<file path="src/rtl/bcd_pkg.sv">
// bcd_pkg: shared BCD constants, converter FSM states and display glyph codes.
package bcd_pkg;
    localparam int BCD_WIDTH = 4;
    localparam logic [BCD_WIDTH-1:0] BCD_MAX_DIGIT = 4'd9;
    localparam logic [BCD_WIDTH-1:0] BCD_CORR = 4'd3;
    // Non-decimal nibble codes the display side renders as sign/blank glyphs
    localparam logic [BCD_WIDTH-1:0] BCD_GLYPH_MINUS = 4'hA;
    localparam logic [BCD_WIDTH-1:0] BCD_GLYPH_BLANK = 4'hF;

    typedef enum logic [1:0] {
        IDLE    = 2'd0,
        CONVERT = 2'd1,
        DONE    = 2'd2
    } state_e;

    function automatic logic digit_bad(input logic [BCD_WIDTH-1:0] d);
        return d > BCD_MAX_DIGIT;
    endfunction
endpackage

</file>
<file path="src/rtl/bcd_dabble_rev_step.sv">
// bcd_dabble_rev_step: one reverse double-dabble iteration over {bcd, bin}:
// shift right by one, then subtract 3 from every BCD nibble that is now >= 8.
module bcd_dabble_rev_step
    import bcd_pkg::*;
#(
    parameter int DIGITS = 5,
    localparam int W = DIGITS * BCD_WIDTH
) (
    input  logic [2*W-1:0] sr_i,
    output logic [2*W-1:0] sr_o
);
    logic [2*W-1:0] sh;

    assign sh = sr_i >> 1;
    assign sr_o[W-1:0] = sh[W-1:0];

    for (genvar d = 0; d < DIGITS; d++) begin : g_dig
        logic [BCD_WIDTH-1:0] n;
        assign n = sh[W + d*BCD_WIDTH +: BCD_WIDTH];
        assign sr_o[W + d*BCD_WIDTH +: BCD_WIDTH] = (n >= 4'd8) ? n - BCD_CORR : n;
    end
endmodule

</file>
<file path="src/rtl/bcd_to_bin_serial.sv">
// bcd_to_bin_serial: serial signed BCD -> two's-complement converter, one bit per clock.
// Define BCD_DIGIT_CHECK_EN to add the digit_err output flagging input nibbles above 9.
module bcd_to_bin_serial
    import bcd_pkg::*;
#(
    parameter int DIGITS = 5,
    localparam int BIN_WIDTH = DIGITS * BCD_WIDTH
) (
    input  logic                   clk,
    input  logic                   rst_n,
    input  logic                   in_valid,
    output logic                   in_ready,
    input  logic [BIN_WIDTH-1:0]   bcd_in,
    input  logic                   neg_in,
    output logic                   out_valid,
    input  logic                   out_ready,
    output logic [BIN_WIDTH:0]     bin_out
`ifdef BCD_DIGIT_CHECK_EN
    ,
    output logic                   digit_err
`endif
);
    localparam int CW = $clog2(BIN_WIDTH);
    localparam logic [CW-1:0] LAST = CW'(BIN_WIDTH - 1);

    state_e                 state_q, state_d;
    logic [2*BIN_WIDTH-1:0] sr_q, sr_d, sr_step;
    logic [CW-1:0]          cnt_q, cnt_d;
    logic                   neg_q, neg_d;
    logic [BIN_WIDTH:0]     bin_q, bin_d, mag;

    bcd_dabble_rev_step #(.DIGITS(DIGITS)) u_step (
        .sr_i(sr_q),
        .sr_o(sr_step)
    );

    // Magnitude after the final iteration; zero-extended so negation never overflows
    assign mag       = {1'b0, sr_step[BIN_WIDTH-1:0]};
    assign in_ready  = state_q == IDLE;
    assign out_valid = state_q == DONE;
    assign bin_out   = bin_q;

`ifdef BCD_DIGIT_CHECK_EN
    logic err_q, err_d, bad;

    always_comb begin
        bad = 1'b0;
        for (int i = 0; i < DIGITS; i++)
            bad = bad | digit_bad(bcd_in[i*BCD_WIDTH +: BCD_WIDTH]);
    end

    assign digit_err = err_q;
`endif

    always_comb begin
        state_d = state_q;
        sr_d    = sr_q;
        cnt_d   = cnt_q;
        neg_d   = neg_q;
        bin_d   = bin_q;
`ifdef BCD_DIGIT_CHECK_EN
        err_d   = err_q;
`endif
        case (state_q)
            IDLE: if (in_valid) begin
                sr_d    = {bcd_in, {BIN_WIDTH{1'b0}}};
                neg_d   = neg_in;
                cnt_d   = '0;
                state_d = CONVERT;
`ifdef BCD_DIGIT_CHECK_EN
                err_d   = bad;
`endif
            end
            CONVERT: begin
                sr_d  = sr_step;
                cnt_d = cnt_q + 1'b1;
                if (cnt_q == LAST) begin
                    state_d = DONE;
                    bin_d   = neg_q ? -mag : mag;
                end
            end
            DONE: if (out_ready) begin
                state_d = IDLE;
`ifdef BCD_DIGIT_CHECK_EN
                err_d   = 1'b0;
`endif
            end
            default: state_d = IDLE;
        endcase
    end

    always_ff @(posedge clk or negedge rst_n) begin
        if (!rst_n) begin
            state_q <= IDLE;
            sr_q    <= '0;
            cnt_q   <= '0;
            neg_q   <= 1'b0;
            bin_q   <= '0;
`ifdef BCD_DIGIT_CHECK_EN
            err_q   <= 1'b0;
`endif
        end else begin
            state_q <= state_d;
            sr_q    <= sr_d;
            cnt_q   <= cnt_d;
            neg_q   <= neg_d;
            bin_q   <= bin_d;
`ifdef BCD_DIGIT_CHECK_EN
            err_q   <= err_d;
`endif
        end
    end
endmodule

</file>
<file path="config.mk">
export PLATFORM = sky130hd
export DESIGN_NAME = bcd_to_bin_serial
export DESIGN_NICKNAME = d
export VERILOG_FILES = /design/src/rtl/bcd_pkg.sv /design/src/rtl/bcd_dabble_rev_step.sv /design/src/rtl/bcd_to_bin_serial.sv
export SDC_FILE = /design/constraint.sdc
export NUM_CORES = 1
export LEC_CHECK = 0
export ABC_AREA = 1
export ABC_CLOCK_PERIOD_IN_PS = 4000
export CAP_MARGIN = 0
export CORE_ASPECT_RATIO = 1.25
export CORE_MARGIN = 4
export CORE_UTILIZATION = 59
export DETAILED_ROUTE_END_ITERATION = 10
export GPL_ROUTABILITY_DRIVEN = 0
export PLACE_DENSITY = 0.85
export SLEW_MARGIN = 20
export SYNTH_ARGS = -nofsm -noshare
export SYNTH_HDL_FRONTEND = slang
export SYNTH_SLANG_ARGS = --single-unit
</file>
<file path="constraint.sdc">
create_clock -name clk -period 4 [get_ports clk]
set_clock_uncertainty 0.15 [all_clocks]
set_input_delay 0.6 -clock clk [delete_from_list [all_inputs] [get_ports clk]]
set_output_delay 0.6 -clock clk [all_outputs]
set_load 0.005 [all_outputs]
</file>
==> impl_metrics.tcl <==
set metrics [dict create \
    r2r_cells 7 \
    setup_viol 0 \
    first_iter_violations 159 \
    rsz0062_at_grt "false" \
    numClockSinks 68 \
    finalNonFillerCells 537 \
    vias 2934 \
    hold_viol 0 \
    num_rows 31 \
    drtPass1Iterations 5 \
    ir_worst_vdd_uv 566 \
    maxCapViolCount 0 \
    synthXorXnorAreaFrac 0.0171 \
    dp_cells 522 \
    fillers 445 \
    critPathKind "reg2reg" \
    critPathLaunchType "flop" \
    post_synth_fa_ha_maj_area_fraction 0.0348 \
    ys_top_cells_by_area "dfrtp_1 47%, nand2_1 9.6%, o22ai_2 6.6%" \
    hold_path.class "in2async" \
    crit_slowest_cell "dfrtp_1" \
    track_usage 0.223 \
    diodes 0 \
    post_cts_buffers 0 \
    grt_max_degree 49 \
    async_reset_ff_frac 1.00 \
    antenna_left 0 \
    synth_area_um2 3590 \
    antenna_found_initial 0 \
    yosysTopAreaCell "dfrtp_1" \
    yosysTopAreaCellShare 0.474 \
    wl_um 7480 \
    fmax_ghz 0.442 \
    synth_simple_gate_area_frac 0.205 \
    multi_input_area_um2 1620 \
    grt_pass1_vias 2883 \
    post-dp-hpwl_um 5380 \
    required_ps 4060 \
    clk_latency_ps 350 \
    die-height_um 95.3 \
    viasPerCell 5.46 \
    gr-total-overflow 0 \
    path_buf_inv 3 \
    synth_seq_cells 68 \
    tightest_slew_ps 691 \
    syn-num-nets 441 \
    grt_first_pass_wirelength_um 13100 \
    crit_fanout 39 \
    hold_buffers 0 \
    area_growth_pct 18.9 \
    drive_above_1_share 0.123 \
    final_common_cell "nand2_1" \
    synth-main-ff-cell "dfrtp_1" \
    power_leakage_uw 0.00200 \
    max_stage_delay_ps 420 \
    numCtsBuffers 9 \
    portBuffers 47 \
    die_x_um 77.8 \
    io_pins 48 \
    powerDensity_nw_per_um2 834 \
    cts_resized 0 \
    synth_compound_area_frac 0.190 \
    synth_top_family_by_area "simple AND/OR/NAND/NOR gates" \
    die-area_um2 7410 \
    post-route-min-period_ps 2260 \
    regArea_um2 1700 \
    final_nets 486 \
    cp.arrival_ps 2320 \
    wl_per_cell_um 13.9 \
    synthCells 406 \
    yosysUniqueCellTypes 36 \
    h-tree-depth 3 \
    stdcell_area_um2 4270 \
    clock_path_buffers 2 \
    crit_chain "nand2_1 -> buf_4 -> inv_2 -> nor2_8 -> inv_4 -> o211ai_1 -> o21ai_0" \
    drc 0 \
    yosysSeqAreaShare 0.474 \
    placed_area_um2 4080 \
    core-area_um2 5860 \
    final_cell_mix "92 x nand2_1, 68 x dfrtp_1, 46 x clkdlybuf4s50_1, 37 x inv_1, 37 x nand3_1" \
    synth_warnings 0 \
    tritoncts "yes" \
    status "finished clean" \
    cts.root.buffer_cell "clkbuf_8" \
    initial_utilization 0.614 \
    period_share 0.565 \
    cts.clk_slew.worst_paths_ps 70 \
    setup_tns_ps 0 \
    avgSynthCellArea_um2 8.85 \
    cp.depth 7 \
    relSlewSlack 0.539 \
    synth_edf_count 0 \
    path_delay_family "buffers and inverters" \
    drv_slew 0 \
    crit_path_end_kind "flop" \
    synthMuxAreaShare 0.00279 \
]
==> cell usage after synthesis, types with 6 or more instances <==
library cell and number:
a21oi_1 15, buf_2 9, dfrtp_1 68, ha_1 10, inv_1 37, inv_2 6
nand2_1 92, nand3_1 37, nor2_1 29, o211ai_1 6, o21ai_0 23, o21ai_1 8
o221ai_1 6, o22ai_2 19, xor2_1 6
==> per-stage QoR <==
step                      total power, uW   util  worst slack [ps]  hold WS (ps)
after floorplan                      2530      -              2490           154
after global placement               2920  0.696              1620           312
after detailed placement             3010  0.696              1540           314
after CTS                            3580  0.729              1730           317
after global routing                 3890  0.729              1530           150
final                                3560  0.729              1740           113
==> cells by family (layout without fill, tap and decap cells) <==
logic type / count (synthesis) / in the layout
adders and majority gates: 10 / 10
muxes: 1 / 1
buffers and inverters: 60 / 109
and+or+nand+nor: 168 / 168
xor gates and xnor gates: 7 / 7
DFF: 68 / 68
AOI/OAI and AO/OA: 92 / 92
==> sequential cells by signal, indices dropped and copies added, names as in the netlist <==
register,count
sr_q,39
bin_out,21
cnt_q,5
state_q,2
neg_q,1
==> final cells by class <==
| type | count | share of cell area |
|---|---|---|
| clock buffers | 10 | 0.0322 |
| repair buffers | 49 | 0.113 |
| well taps | 82 | 0.0240 |
| flip-flops and latches | 68 | 0.398 |
| inverters | 45 | 0.0413 |
| multi-input cells | 278 | 0.379 |
| clock inverters | 5 | 0.0123 |
==> final timing paths <==
check,from,end,slack [ps]
max,state_q[0],sr_q[34],1740
max reg2reg,state_q[0],sr_q[34],1740
min reg2reg,bin_out[9],bin_out[9],320
max in group asynchronous,rst_n,bin_out[9],2910
min in group clk,bin_out[9],bin_out[9],320
min,rst_n,sr_q[3],110
==> layer usage <==
metal	GRT usage	up-vias	share of wire
met2	0.384	89	0.49
met1	0.271	1379	0.43
li1	-	1451	-
met5	0	-	0
met4	0.0979	0	0.022
met3	0.0454	15	0.048
==> power by group <==
group / internal [uW] / switching [uW]
sequential: 993 / 240
combinational: 752 / 1030
clock: 298 / 254
No activity file was read; power rests on OpenSTA's default activity.
